File: config.mk
export PLATFORM = sky130hd
export DESIGN_NAME = bcd_step_counter_flat
export DESIGN_NICKNAME = d
export VERILOG_FILES = /design/src/rtl/bcd_step_counter_pkg.sv /design/src/rtl/bcd_step_counter_if.sv /design/src/rtl/bcd_step_counter_btn_debounce.sv /design/src/rtl/bcd_step_counter.sv /design/src/flat_wrapper.sv
export SDC_FILE = /design/constraint.sdc
export NUM_CORES = 1
export LEC_CHECK = 0
export ABC_AREA = 1
export CAP_MARGIN = 30
export CORE_MARGIN = 4
export CORE_UTILIZATION = 55
export DETAILED_ROUTE_END_ITERATION = 12
export GPL_TIMING_DRIVEN = 0
export PLACE_DENSITY = 0.73
export SKIP_CTS_REPAIR_TIMING = 1
export SYNTH_ARGS = -nofsm -noshare
export SYNTH_HDL_FRONTEND = slang
export SYNTH_SLANG_ARGS = --single-unit
File: constraint.sdc
create_clock -name clk -period 2.4 [get_ports clk]
set_input_delay 0.48 -clock clk [delete_from_list [all_inputs] [get_ports clk]]
set_output_delay 0.48 -clock clk [all_outputs]
set_load 0.01 [all_outputs]
File: src/rtl/bcd_step_counter_pkg.sv
// Shared constants and helpers for the BCD step counter slice.
package bcd_pkg;
  localparam int unsigned BCD_W            = 4;
  localparam logic [3:0]  BCD_MAX          = 4'd9;
  localparam int unsigned DEBOUNCE_DEFAULT = 1_000_000;

  typedef enum logic [1:0] {
    OP_NONE,
    OP_LOAD,
    OP_INC,
    OP_DEC
  } op_e;

  function automatic logic bcd_valid(input logic [BCD_W-1:0] v);
    return (v <= BCD_MAX);
  endfunction
endpackage

File: src/rtl/bcd_step_counter_if.sv
// Button/switch inputs and digit/pulse outputs of the BCD step counter.
interface bcd_step_counter_if import bcd_pkg::*; ();
  logic             btn_up;
  logic             btn_dn;
  logic             btn_ld;
  logic [BCD_W-1:0] sw;
  logic [BCD_W-1:0] digit;
  logic             carry;
  logic             borrow;
  logic             ld_err;

  modport master (
    output btn_up, btn_dn, btn_ld, sw,
    input  digit, carry, borrow, ld_err
  );

  modport slave (
    input  btn_up, btn_dn, btn_ld, sw,
    output digit, carry, borrow, ld_err
  );
endinterface

File: src/rtl/bcd_step_counter_btn_debounce.sv
// Per-button front end: two-flop synchroniser, counting debouncer, press-edge detect.
module btn_debounce #(
  parameter int unsigned DEBOUNCE_CYCLES = bcd_pkg::DEBOUNCE_DEFAULT
) (
  input  logic clk,
  input  logic rst_n,
  input  logic raw,
  output logic level,
  output logic press
);
  localparam int unsigned CW       = $clog2(DEBOUNCE_CYCLES);
  localparam logic [CW-1:0] CNT_LAST = CW'(DEBOUNCE_CYCLES - 1);

  logic          sync1;
  logic          sync2;
  logic          level_d;
  logic [CW-1:0] cnt;

  always_ff @(posedge clk) begin
    if (!rst_n) begin
      sync1   <= 1'b0;
      sync2   <= 1'b0;
      level   <= 1'b0;
      level_d <= 1'b0;
      cnt     <= '0;
    end else begin
      sync1   <= raw;
      sync2   <= sync1;
      level_d <= level;
      // Any cycle agreeing with the stable level restarts the count.
      if (sync2 == level) begin
        cnt <= '0;
      end else if (cnt == CNT_LAST) begin
        level <= sync2;
        cnt   <= '0;
      end else begin
        cnt <= cnt + CW'(1);
      end
    end
  end

  assign press = level & ~level_d;
endmodule

File: src/rtl/bcd_step_counter.sv
// Single BCD digit driven by debounced up/down/load buttons, with chainable carry/borrow.
module bcd_step_counter import bcd_pkg::*; #(
  parameter int unsigned DEBOUNCE_CYCLES = DEBOUNCE_DEFAULT
) (
  input  logic               clk,
  input  logic               rst_n,
  bcd_step_counter_if.slave  bus
);
  logic             press_up;
  logic             press_dn;
  logic             press_ld;
  logic [2:0]       unused_levels;
  logic [BCD_W-1:0] digit_q;
  logic             carry_q;
  logic             borrow_q;
  logic             ld_err_q;
  op_e              op;

  btn_debounce #(.DEBOUNCE_CYCLES(DEBOUNCE_CYCLES)) u_up (
    .clk(clk), .rst_n(rst_n), .raw(bus.btn_up), .level(unused_levels[0]), .press(press_up)
  );
  btn_debounce #(.DEBOUNCE_CYCLES(DEBOUNCE_CYCLES)) u_dn (
    .clk(clk), .rst_n(rst_n), .raw(bus.btn_dn), .level(unused_levels[1]), .press(press_dn)
  );
  btn_debounce #(.DEBOUNCE_CYCLES(DEBOUNCE_CYCLES)) u_ld (
    .clk(clk), .rst_n(rst_n), .raw(bus.btn_ld), .level(unused_levels[2]), .press(press_ld)
  );

  // Load wins outright; simultaneous up+down cancel to no-op.
  always_comb begin
    op = OP_NONE;
    if (press_ld)                  op = OP_LOAD;
    else if (press_up && !press_dn) op = OP_INC;
    else if (press_dn && !press_up) op = OP_DEC;
  end

  always_ff @(posedge clk) begin
    if (!rst_n) begin
      digit_q  <= '0;
      carry_q  <= 1'b0;
      borrow_q <= 1'b0;
      ld_err_q <= 1'b0;
    end else begin
      carry_q  <= 1'b0;
      borrow_q <= 1'b0;
      ld_err_q <= 1'b0;
      unique case (op)
        OP_LOAD: begin
          if (bcd_valid(bus.sw)) digit_q  <= bus.sw;
          else                   ld_err_q <= 1'b1;
        end
        OP_INC: begin
          if (digit_q == BCD_MAX) begin
            digit_q <= '0;
            carry_q <= 1'b1;
          end else begin
            digit_q <= digit_q + BCD_W'(1);
          end
        end
        OP_DEC: begin
          if (digit_q == '0) begin
            digit_q  <= BCD_MAX;
            borrow_q <= 1'b1;
          end else begin
            digit_q <= digit_q - BCD_W'(1);
          end
        end
        default: ;
      endcase
    end
  end

  assign bus.digit  = digit_q;
  assign bus.carry  = carry_q;
  assign bus.borrow = borrow_q;
  assign bus.ld_err = ld_err_q;
endmodule

File: src/flat_wrapper.sv
// flat-port wrapper written by rule: the top's interface ports become plain ports
module bcd_step_counter_flat import bcd_pkg::*;
#(
  parameter int unsigned DEBOUNCE_CYCLES = DEBOUNCE_DEFAULT
)
  (clk, rst_n, bus_btn_up, bus_btn_dn, bus_btn_ld, bus_sw, bus_digit, bus_carry, bus_borrow, bus_ld_err);
  bcd_step_counter_if bus_i ();
  input  logic clk;
  input  logic rst_n;
  input wire logic [$bits(bus_i.btn_up)-1:0] bus_btn_up;
  input wire logic [$bits(bus_i.btn_dn)-1:0] bus_btn_dn;
  input wire logic [$bits(bus_i.btn_ld)-1:0] bus_btn_ld;
  input wire logic [$bits(bus_i.sw)-1:0] bus_sw;
  output wire logic [$bits(bus_i.digit)-1:0] bus_digit;
  output wire logic [$bits(bus_i.carry)-1:0] bus_carry;
  output wire logic [$bits(bus_i.borrow)-1:0] bus_borrow;
  output wire logic [$bits(bus_i.ld_err)-1:0] bus_ld_err;
  assign bus_i.btn_up = bus_btn_up;
  assign bus_i.btn_dn = bus_btn_dn;
  assign bus_i.btn_ld = bus_btn_ld;
  assign bus_i.sw = bus_sw;
  assign bus_digit = bus_i.digit;
  assign bus_carry = bus_i.carry;
  assign bus_borrow = bus_i.borrow;
  assign bus_ld_err = bus_i.ld_err;
  bcd_step_counter #(.DEBOUNCE_CYCLES(DEBOUNCE_CYCLES)) u_core (.clk(clk), .rst_n(rst_n), .bus(bus_i));
endmodule
# [Word-level counts from Yosys, hierarchy flattened]
# Index checks and enable logic that the tools add are counted.
[totals] ff_bits=79 out_inout_bits=7 wordCells=72
[op_classes] addsub=5 magnitude_cmp=1 n_eq_ne=11 mux=10 n_bitwise=10 n_reduce_logical=16
[ops] op="adder 20 x 1 -> 20 bit, second input constant" n=3
[ops] op="== test 20 bit, second input constant" n=3
[ops] op="AND reduction 2 bit" n=7
[ops] op="2-to-1 mux 4 bit" n=3
[ops] op="one-hot mux 4 bit (3 select lines)" n=1
[ops] op="OR reduction 3 bit" n=3
[ops] op="inverter 1 bit" n=7
[ops] op="2-to-1 mux 2 bit" n=3
[ops] op="adder 4 x 1 -> 4 bit, second input constant" n=1
[ops] op="== test 2 bit, second input constant" n=2
[ops] op="== test 4 bit, second input constant" n=1
[ops] op="less-or-equal comparator 4 bit, second input constant" n=1
[ops] op="logical NOT 4 bit" n=1
[ops] op="subtractor 4 x 1 -> 4 bit, second input constant" n=1
[ops] op="bitwise AND 1 bit" n=3
[ops] op="== test 1 bit" n=3
[ops] op="2-to-1 mux 1 bit" n=3
[ops] op="nonzero test 3 bit" n=1
[ops] op="== test 2 x 1 -> 1 bit, second input constant" n=1
[ops] op="logical AND 1 bit" n=2
[ops] op="logical NOT 1 bit" n=2
[ops] op="!= test 2 x 1 -> 1 bit, second input constant" n=1

# [Depth between registers and ports, before layout]
# Gate-level depths: netlist (run 1).
[logic_depth] depth_word=10 depth_mapped=10 depth_no_buf=10

# [Cells and area by module]
# From an unflattened synthesis (run 1), not the netlist that was laid out.
[hier_totals] cells_unflattened=589 area_unflattened_um2=4272.8
[modules_own_cells] mod="btn_debounce" n_inst=3 cells_per_inst=167 area_each_um2=1226.2 seq_area_each_um2=480.5
[modules_own_cells] mod="bcd_step_counter" n_inst=1 cells_per_inst=88 area_each_um2=594.3 seq_area_each_um2=140.1

# [Worst setup path before layout (run 1)]
# No wires, ideal clock.
[synth_path] kind="flip-flop to flip-flop" from="reg u_core.u_up.level" to="reg u_core.digit_q[2], in the netlist u_core.bus.digit[2]" t_arrival_ns=1.577 required_time_ns=2.330 setup_slack_ns=0.753 path_stages_with_launch=11 path_buffers=0 path_cell_list="dfxtp_1 > inv_1 > or2_2 > ha_1 > inv_1 > nand2_1 > nor2_1 > nand3_1 > o211ai_1 > nand2_1 > a21oi_1"
[synth_via] elab_chain_cells=9
[synth_lines] element="from (decl)" line="bcd_step_counter_btn_debounce.sv:8" rtl="output logic level,"
[synth_lines] element="from (signal assigned)" line="bcd_step_counter_btn_debounce.sv:34" rtl="level <= sync2;"
[synth_lines] element="bitwise AND 1 bit *" line="bcd_step_counter_btn_debounce.sv:42" rtl="assign press = level & ~level_d;"
[synth_lines] element="logical NOT 1 bit" line="bcd_step_counter.sv:34" rtl="else if (press_dn && !press_up) op = OP_DEC;"
[synth_lines] element="logical AND 1 bit" line="bcd_step_counter.sv:34"
[synth_lines] element="2-to-1 mux 2 bit" line="bcd_step_counter.sv:34"
[synth_lines] element="2-to-1 mux 2 bit *" line="bcd_step_counter.sv:33" rtl="else if (press_up && !press_dn) op = OP_INC;"
[synth_lines] element="2-to-1 mux 2 bit *" line="bcd_step_counter.sv:32" rtl="if (press_ld) op = OP_LOAD;"
[synth_lines] element="== test 2 x 1 -> 1 bit or == test 2 bit (tied branches)" line="bcd_step_counter.sv:47" rtl="unique case (op)"
[synth_lines] element="!= test 2 x 1 -> 1 bit (no source line) or nonzero test 3 bit (tied branches)"
[synth_lines] element="AND reduction 2 bit (no source line)"
[synth_lines] element="to (signal assigned)" line="bcd_step_counter.sv:49" rtl="if (bcd_valid(bus.sw)) digit_q <= bus.sw;"
[synth_lines] element="to (signal assigned)" line="bcd_step_counter.sv:57" rtl="digit_q <= digit_q + BCD_W'(1);"
[synth_lines] element="to (signal assigned)" line="bcd_step_counter.sv:65" rtl="digit_q <= digit_q - BCD_W'(1);"
[synth_lines] element="to (decl)" line="bcd_step_counter.sv:13" rtl="logic [BCD_W-1:0] digit_q;"
# Every way passes the cells marked *; elsewhere a longest branch is shown, timed or not.
# A chain may end at the register's enable or synchronous reset.

# [Worst setup path after layout (run 1)]
[layout_path] from="reg u_core.digit_q[0], in the netlist u_core.bus.digit[0]" to="out bus_digit[0]"
[layout_lines] element="to (decl)" line="flat_wrapper.sv:14" rtl="output wire logic [$bits(bus_i.digit)-1:0] bus_digit;"
# No word-level cell between the ends.

==> impl_metrics.yaml, run 1 <==
status:
  status: "finished clean"
die:
  core.rowCount: 30
  fp.dieH_um: 93.19
  ios: 16
  fp.dieW_um: 93.19
  coreArea_um2: 6907
  fp.dieArea_um2: 8683
  initial_core_util: 0.5779
detailed_routing:
  drtIter0Drc: 139
  wl_um: 7989
  via_count: 3606
  ant_nets: 0
  viasPerCell: 5.219
  wl_per_cell_um: 11.56
  drtPass1Iterations: 5
  drcViolationCount: 0
critical_path:
  path_buf_inv: 1
  slowest_stage: "clkdlybuf4s50_1"
  critPathLaunch: "u_core.bus.digit[0]"
  worst_r2r_endpoint: "u_core.bus.digit[0]"
  r2r_slack_ns: 0.55
  arrival_ns: 1.40
  cp_cell_sequence: "clkdlybuf4s50_1"
  worstPathRequired_ns: 1.92
  critical_path.startpoint_type: "register"
  crit_family: "buffers and inverters"
  cp_max_fo: 8
  crit_path_end: "bus_digit[0]"
  crit_type: "register to primary output"
  cp.depth: 1
  rr_startpoint: "u_core.u_up.level"
  r2r_cells: 10
  max_stage_delay_ns: 0.59
  critPathCaptureType: "primary output"
yosys:
  syn-cell-area_um2: 3991
  synth-seq-cells: 79
  synthCells: 565
  seq_area_frac_synth: 0.3962
  ys_types: 35
  synth_warnings: 0
  avgSynthCellArea_um2: 7.064
  synth_fp_nets: 582
global_routing:
  use_met1: 0.2531
  grtUsageMet3: 0.04586
  overflow: 0
  track_usage: 0.1999
  busiest_layer: "met2"
  antenna_found_initial: 0
  grt_pass1_vias: 3393
  grt.met2_usage: 0.3317
  grt_start_max_net_pins: 15
  grt_pass1_wl_um: 14370
layout:
  syn2layout_area_growth_pct: 12.04
  diodes: 0
  fin_nets: 607
  fin_cells: 691
  drive_above_1_share: 0.09748
  fin_util: 0.6475
sta:
  grt_setup_unrepaired: "no"
  relSlewSlack: 0.7289
  fin_skew_ns: 0.01365
  setup_ws_ns: 0.5161
  slew_violations: 0
  period_share: 0.7849
  setup_tns_ns: 0
  worst_pin_slew_ns: 0.4066
  setup_viol: 0
  fmax_ghz: 0.5308
  hold_violations: 0
  finalCriticalPeriod_ns: 1.884
pwr:
  ir_drop_v: 0.0005237
  power_density_nw_per_um2: 546.7
  total_leakage_power_nw: 1.615
clock_tree:
  h-tree-depth: 3
  clk_pin_slew_ns: 0.08
  clk_latency_ns: 0.35
  clockBufferDepth: 2
  cts.sinks: 79
  cts_buffers: 9
  cts_tree: "built"
  clock-root-buffer: "clkbuf_8"
placement:
  place.port_buffers: 14
  routabilityCongestion: 0.9432
  dp_cells: 675
  place_ws_ns: 0.5841
  hpwl_um: 5930
job:
  max_cap_viol_count: 0
min_path:
  hold_class: "register to register"
sequential cells by signal, indices dropped and copies added (netlist names), 4 cells and up:
| register | flops |
|---|---|
| u_core.u_up.cnt | 20 |
| u_core.u_ld.cnt | 20 |
| u_core.bus.digit | 4 |
| u_core.u_dn.cnt | 20 |
how the worst min path moves through the flow:
stage | depth (start not counted) | end | from
floorplan | 2 | u_core.u_dn.sync2 | u_core.u_dn.sync1
global placement | 2 | u_core.u_ld.sync2 | u_core.u_ld.sync1
detailed placement | 2 | u_core.u_ld.sync2 | u_core.u_ld.sync1
CTS | 2 | u_core.u_ld.sync2 | u_core.u_ld.sync1
global route | 2 | u_core.u_ld.sync2 | u_core.u_ld.sync1
finish | 2 | u_core.u_ld.sync2 | u_core.u_ld.sync1
Yosys cell counts:
| master | instances | area, um2 |
|---|---|---|
| nand2_2 | 2 | 12.51 |
| nand3b_1 | 1 | 7.510 |
| nand4_2 | 1 | 12.51 |
| or2_2 | 3 | 18.77 |
| xor2_1 | 7 | 61.31 |
| nand3_2 | 2 | 20.02 |
| nand2_4 | 2 | 22.52 |
| a21oi_2 | 2 | 17.52 |
| nor2_2 | 4 | 25.02 |
| xnor2_1 | 8 | 70.07 |
| dfxtp_1 | 79 | 1582 |
| nor2_8 | 1 | 20.02 |
| inv_2 | 4 | 15.01 |
| a21oi_1 | 36 | 180.2 |
| nor3_4 | 2 | 32.53 |
| o211ai_1 | 2 | 15.01 |
| buf_6 | 1 | 11.26 |
| nand3_1 | 32 | 160.2 |
| nor3_1 | 23 | 115.1 |
| inv_1 | 81 | 304.0 |
| nor4_1 | 1 | 6.260 |
| o21ai_1 | 1 | 5.000 |
| nor3b_1 | 2 | 15.01 |
| nor2_4 | 6 | 67.56 |
| nor3_2 | 5 | 50.05 |
| ha_1 | 8 | 100.1 |
| nand2_1 | 121 | 454.2 |
| o21ai_0 | 16 | 80.08 |
| a31oi_1 | 3 | 18.77 |
| buf_2 | 6 | 30.03 |
| clkbuf_1 | 1 | 3.750 |
| o21ai_2 | 1 | 8.760 |
| nand4_1 | 26 | 162.7 |
| nor2_1 | 73 | 274.0 |
| or2_0 | 2 | 12.51 |
cell families after synthesis:
logic type | count (synthesis) | share of synthesized area
compound gates | 61 | 0.08150
xor+xnor | 15 | 0.03292
fa+ha+maj | 8 | 0.02508
buf+inv | 93 | 0.09122
flops | 79 | 0.3962
simple gates | 309 | 0.3730
metal layers:
metal	wire length [um]	vias to the layer above
met5	0	-
met4	109	0
met3	466	11
met2	3787	99
met1	3626	1617
li1	-	1879
through the flow:
step | hold WS, ns | area (um2) | total power (W)
4_1_cts | 0.4159 | 4472 | 0.002472
3_5_place_dp | 0.3967 | 4252 | 0.001393
6_report | 0.4154 | 4472 | 0.002445
3_3_place_gp | 0.3939 | 4252 | 0.001392
2_1_floorplan | 0.3905 | 3991 | 0.001372
5_1_grt | 0.4348 | 4472 | 0.002541
area by class of cell:
cell class	count	area [um2]
sequential	79	1582
buffer	8	45.04
multi-input combinational	393	2046
tap	96	120.1
fill	629	2435
timing repair buffer	14	140.1
inverter	85	319.1
clock inverter	7	96.34
clock buffer	9	123.9
placed cells by master (no fill, tap or decap), types with 4 or more instances in the layout:
cell type,Yosys,routed
nor2_1,73,73
xnor2_1,8,8
nor2_2,4,4
a21oi_1,36,36
nor3_2,5,5
nor2_4,6,6
dfxtp_1,79,79
nand3_1,32,32
buf_2,6,6
inv_2,4,4
nand4_1,26,26
nor3_1,23,23
inv_1,81,81
clkdlybuf4s50_1,0,14
nand2_1,121,121
xor2_1,7,7
o21ai_0,16,16
clkbuf_8,0,9
ha_1,8,8
worst min-delay path, cell delays in order (launching register included):
cell and delay (ns):
dfxtp_1 0.31, nand2_1 0.04, inv_1 0.04
report_power, final:
| part | leakage (nW) | internal [W] | switching, W |
|---|---|---|---|
| clock | 0.102 | 0.000587 | 0.000496 |
| combinational | 0.875 | 0.0000191 | 0.0000234 |
| sequential | 0.638 | 0.00132 | 0.00000333 |
| total | 1.61 | 0.00192 | 0.000523 |
Note: power is estimated with default switching activity, not from simulation.
==> run 2, diff against run 1 <==
clock period = 1.92 ns   (was 2.4 ns; I/O delays follow)
==> impl_metrics.yaml, run 2 (synthesized netlist as in run 1, its figures left out) <==
clock_tree:
  clk_latency_ns: 0.34
  clk_pin_slew_ns: 0.08
  cts_buffers: 9
  cts_tree: "built"
  cts.sinks: 79
  clock-root-buffer: "clkbuf_8"
  clockBufferDepth: 2
  h-tree-depth: 3
min_path:
  holdPathStages: 3
  min-delay-start: "rst_n"
  hold_class: "primary input to register"
  whs_endpoint: "u_core.u_up.level"
die:
  fp.dieArea_um2: 8683
  fp.dieH_um: 93.19
  ios: 16
  fp.dieW_um: 93.19
  coreArea_um2: 6907
  core.rowCount: 30
  initial_core_util: 0.5779
pwr:
  power_frac_comb: 0.017
  p_int_w: 0.002402
  ir_drop_v: 0.0006548
  total_leakage_power_nw: 1.619
  clockPowerShare: 0.444
  p_seq_frac: 0.539
  power_density_nw_per_um2: 681.0
  p_sw_frac: 0.2145
  p_sw_w: 0.0006559
sta:
  fin_skew_ns: 0.01146
  relSlewSlack: 0.7283
  slew_violations: 0
  period_share: 0.9556
  fmax_ghz: 0.5450
  hold_violations: 0
  setup_viol: 0
  finalCriticalPeriod_ns: 1.835
  worst_pin_slew_ns: 0.4076
critical_path:
  path_buf_inv: 3
  crit_family: "simple AND/OR/NAND/NOR gates"
  r2r_slack_ns: 0.09
  arrival_ns: 2.11
  worstPathRequired_ns: 2.20
  critical_path.startpoint_type: "register"
  critPathCaptureType: "register"
  r2r_cells: 10
  max_stage_delay_ns: 0.35
  slowest_stage: "dfxtp_2"
  worst_path_most_repeated_cell: "inv_1"
  worst_r2r_endpoint: "u_core.bus.digit[0]"
  cp_cell_sequence: "inv_1 > or2_2 > ha_1 > inv_1 > nand2_1 > nor2_2 > inv_1 > a21oi_1 > nor3_1 > nor2_1"
  cp_max_fo: 5
  crit_type: "register to register"
  rr_startpoint: "u_core.u_up.level"
global_routing:
  antenna_found_initial: 0
  track_usage: 0.1999
  grt_start_max_net_pins: 15
  grt_pass1_wl_um: 14370
  overflow: 0
  grt_pass1_vias: 3393
detailed_routing:
  wl_per_cell_um: 11.67
  via_count: 3588
  drcViolationCount: 0
  drtPass1Iterations: 5
  drtIter0Drc: 138
  ant_nets: 0
  viasPerCell: 5.185
  wl_um: 8078
placement:
  dp_cells: 675
  place.port_buffers: 14
  hpwl_um: 5930
  routabilityCongestion: 0.9432
job:
  max_cap_viol_count: 0
layout:
  num-fill-cells: 625
  diodes: 0
  fin_nets: 608
  reg_top3: "u_core.u_dn.cnt x20, u_core.u_ld.cnt x20, u_core.u_up.cnt x20"
  layout_common_cells: "121 x nand2_1, 81 x inv_1, 78 x dfxtp_1, 71 x nor2_1, 36 x a21oi_1"
  layout_commonest_cell: "nand2_1"
  drive_above_1_share: 0.1057
  fin_util: 0.6502
  syn2layout_area_growth_pct: 12.51
  fin_cells: 692
status:
  status: "finished clean"
## run 2: cell types whose count changed in the layout (fill, tap and decap cells not counted), sizes merged
cell / delta
buf: +1
## run 2: worst max path at each step
stage / startpoint / slack, ns / cells past startpoint / end
after floorplan: u_core.u_up.level / 0.27 / 10 / u_core.bus.digit[2]
after global placement: u_core.u_up.level / 0.11 / 10 / u_core.bus.digit[2]
after detailed placement: u_core.u_up.level / 0.10 / 10 / u_core.bus.digit[0]
after CTS: u_core.u_up.level / 0.07 / 10 / u_core.bus.digit[0]
after global routing: u_core.u_up.level / -0.05 / 10 / u_core.bus.digit[0]
final: u_core.u_up.level / 0.09 / 10 / u_core.bus.digit[0]
## run 2: area by class of cell
type / instances / area [um2] / area share
tap: 96 / 120.1 / 0.02675
clock buffer: 9 / 123.9 / 0.02758
sequential: 79 / 1583 / 0.3525
clock inverter: 7 / 96.34 / 0.02145
inverter: 85 / 319.1 / 0.07105
timing repair buffer: 15 / 147.6 / 0.03288
multi-input combinational: 393 / 2056 / 0.4578
buffer: 8 / 45.04 / 0.01003
## run 2: power groups by stage
| stage | registers, W | logic, W | clock network [W] |
|---|---|---|---|
| floorplan | 0.00169 | 0.0000287 | 0 |
| global placement | 0.00169 | 0.0000529 | 0 |
| detailed placement | 0.00169 | 0.0000534 | 0 |
| CTS | 0.00165 | 0.0000539 | 0.00139 |
| global route | 0.00165 | 0.0000595 | 0.00147 |
| finish | 0.00165 | 0.0000530 | 0.00136 |
## run 2: per-stage QoR
step	hold WS [ns]	cell area (um2)	setup TNS (ns)	worst slack (ns)	power, W
6_report	0.3296	4491	0	0.08516	0.003058
5_1_grt	0.3345	4491	-0.1230	-0.05224	0.003176
4_1_cts	0.3279	4472	0	0.07032	0.003090
3_5_place_dp	0.3967	4252	0	0.1041	0.001741
3_3_place_gp	0.3939	4252	0	0.1129	0.001740
2_1_floorplan	0.3905	3991	0	0.2734	0.001715
## run 2: routing by layer
layer  vias up  global-route usage  share of wire
li1       1876                   -              -
met2        83              0.3317           0.47
met4         0             0.07448          0.014
met5         -                   0              0
met3        11             0.04586          0.048
met1      1618              0.2531           0.46
## run 2: worst reg2reg max path, stage by stage, from the launching register on
cell and delay (ns):
dfxtp_2 0.35, inv_1 0.05, or2_2 0.27, ha_1 0.27, inv_1 0.12, nand2_1 0.16
nor2_2 0.18, inv_1 0.09, a21oi_1 0.13, nor3_1 0.06, nor2_1 0.09
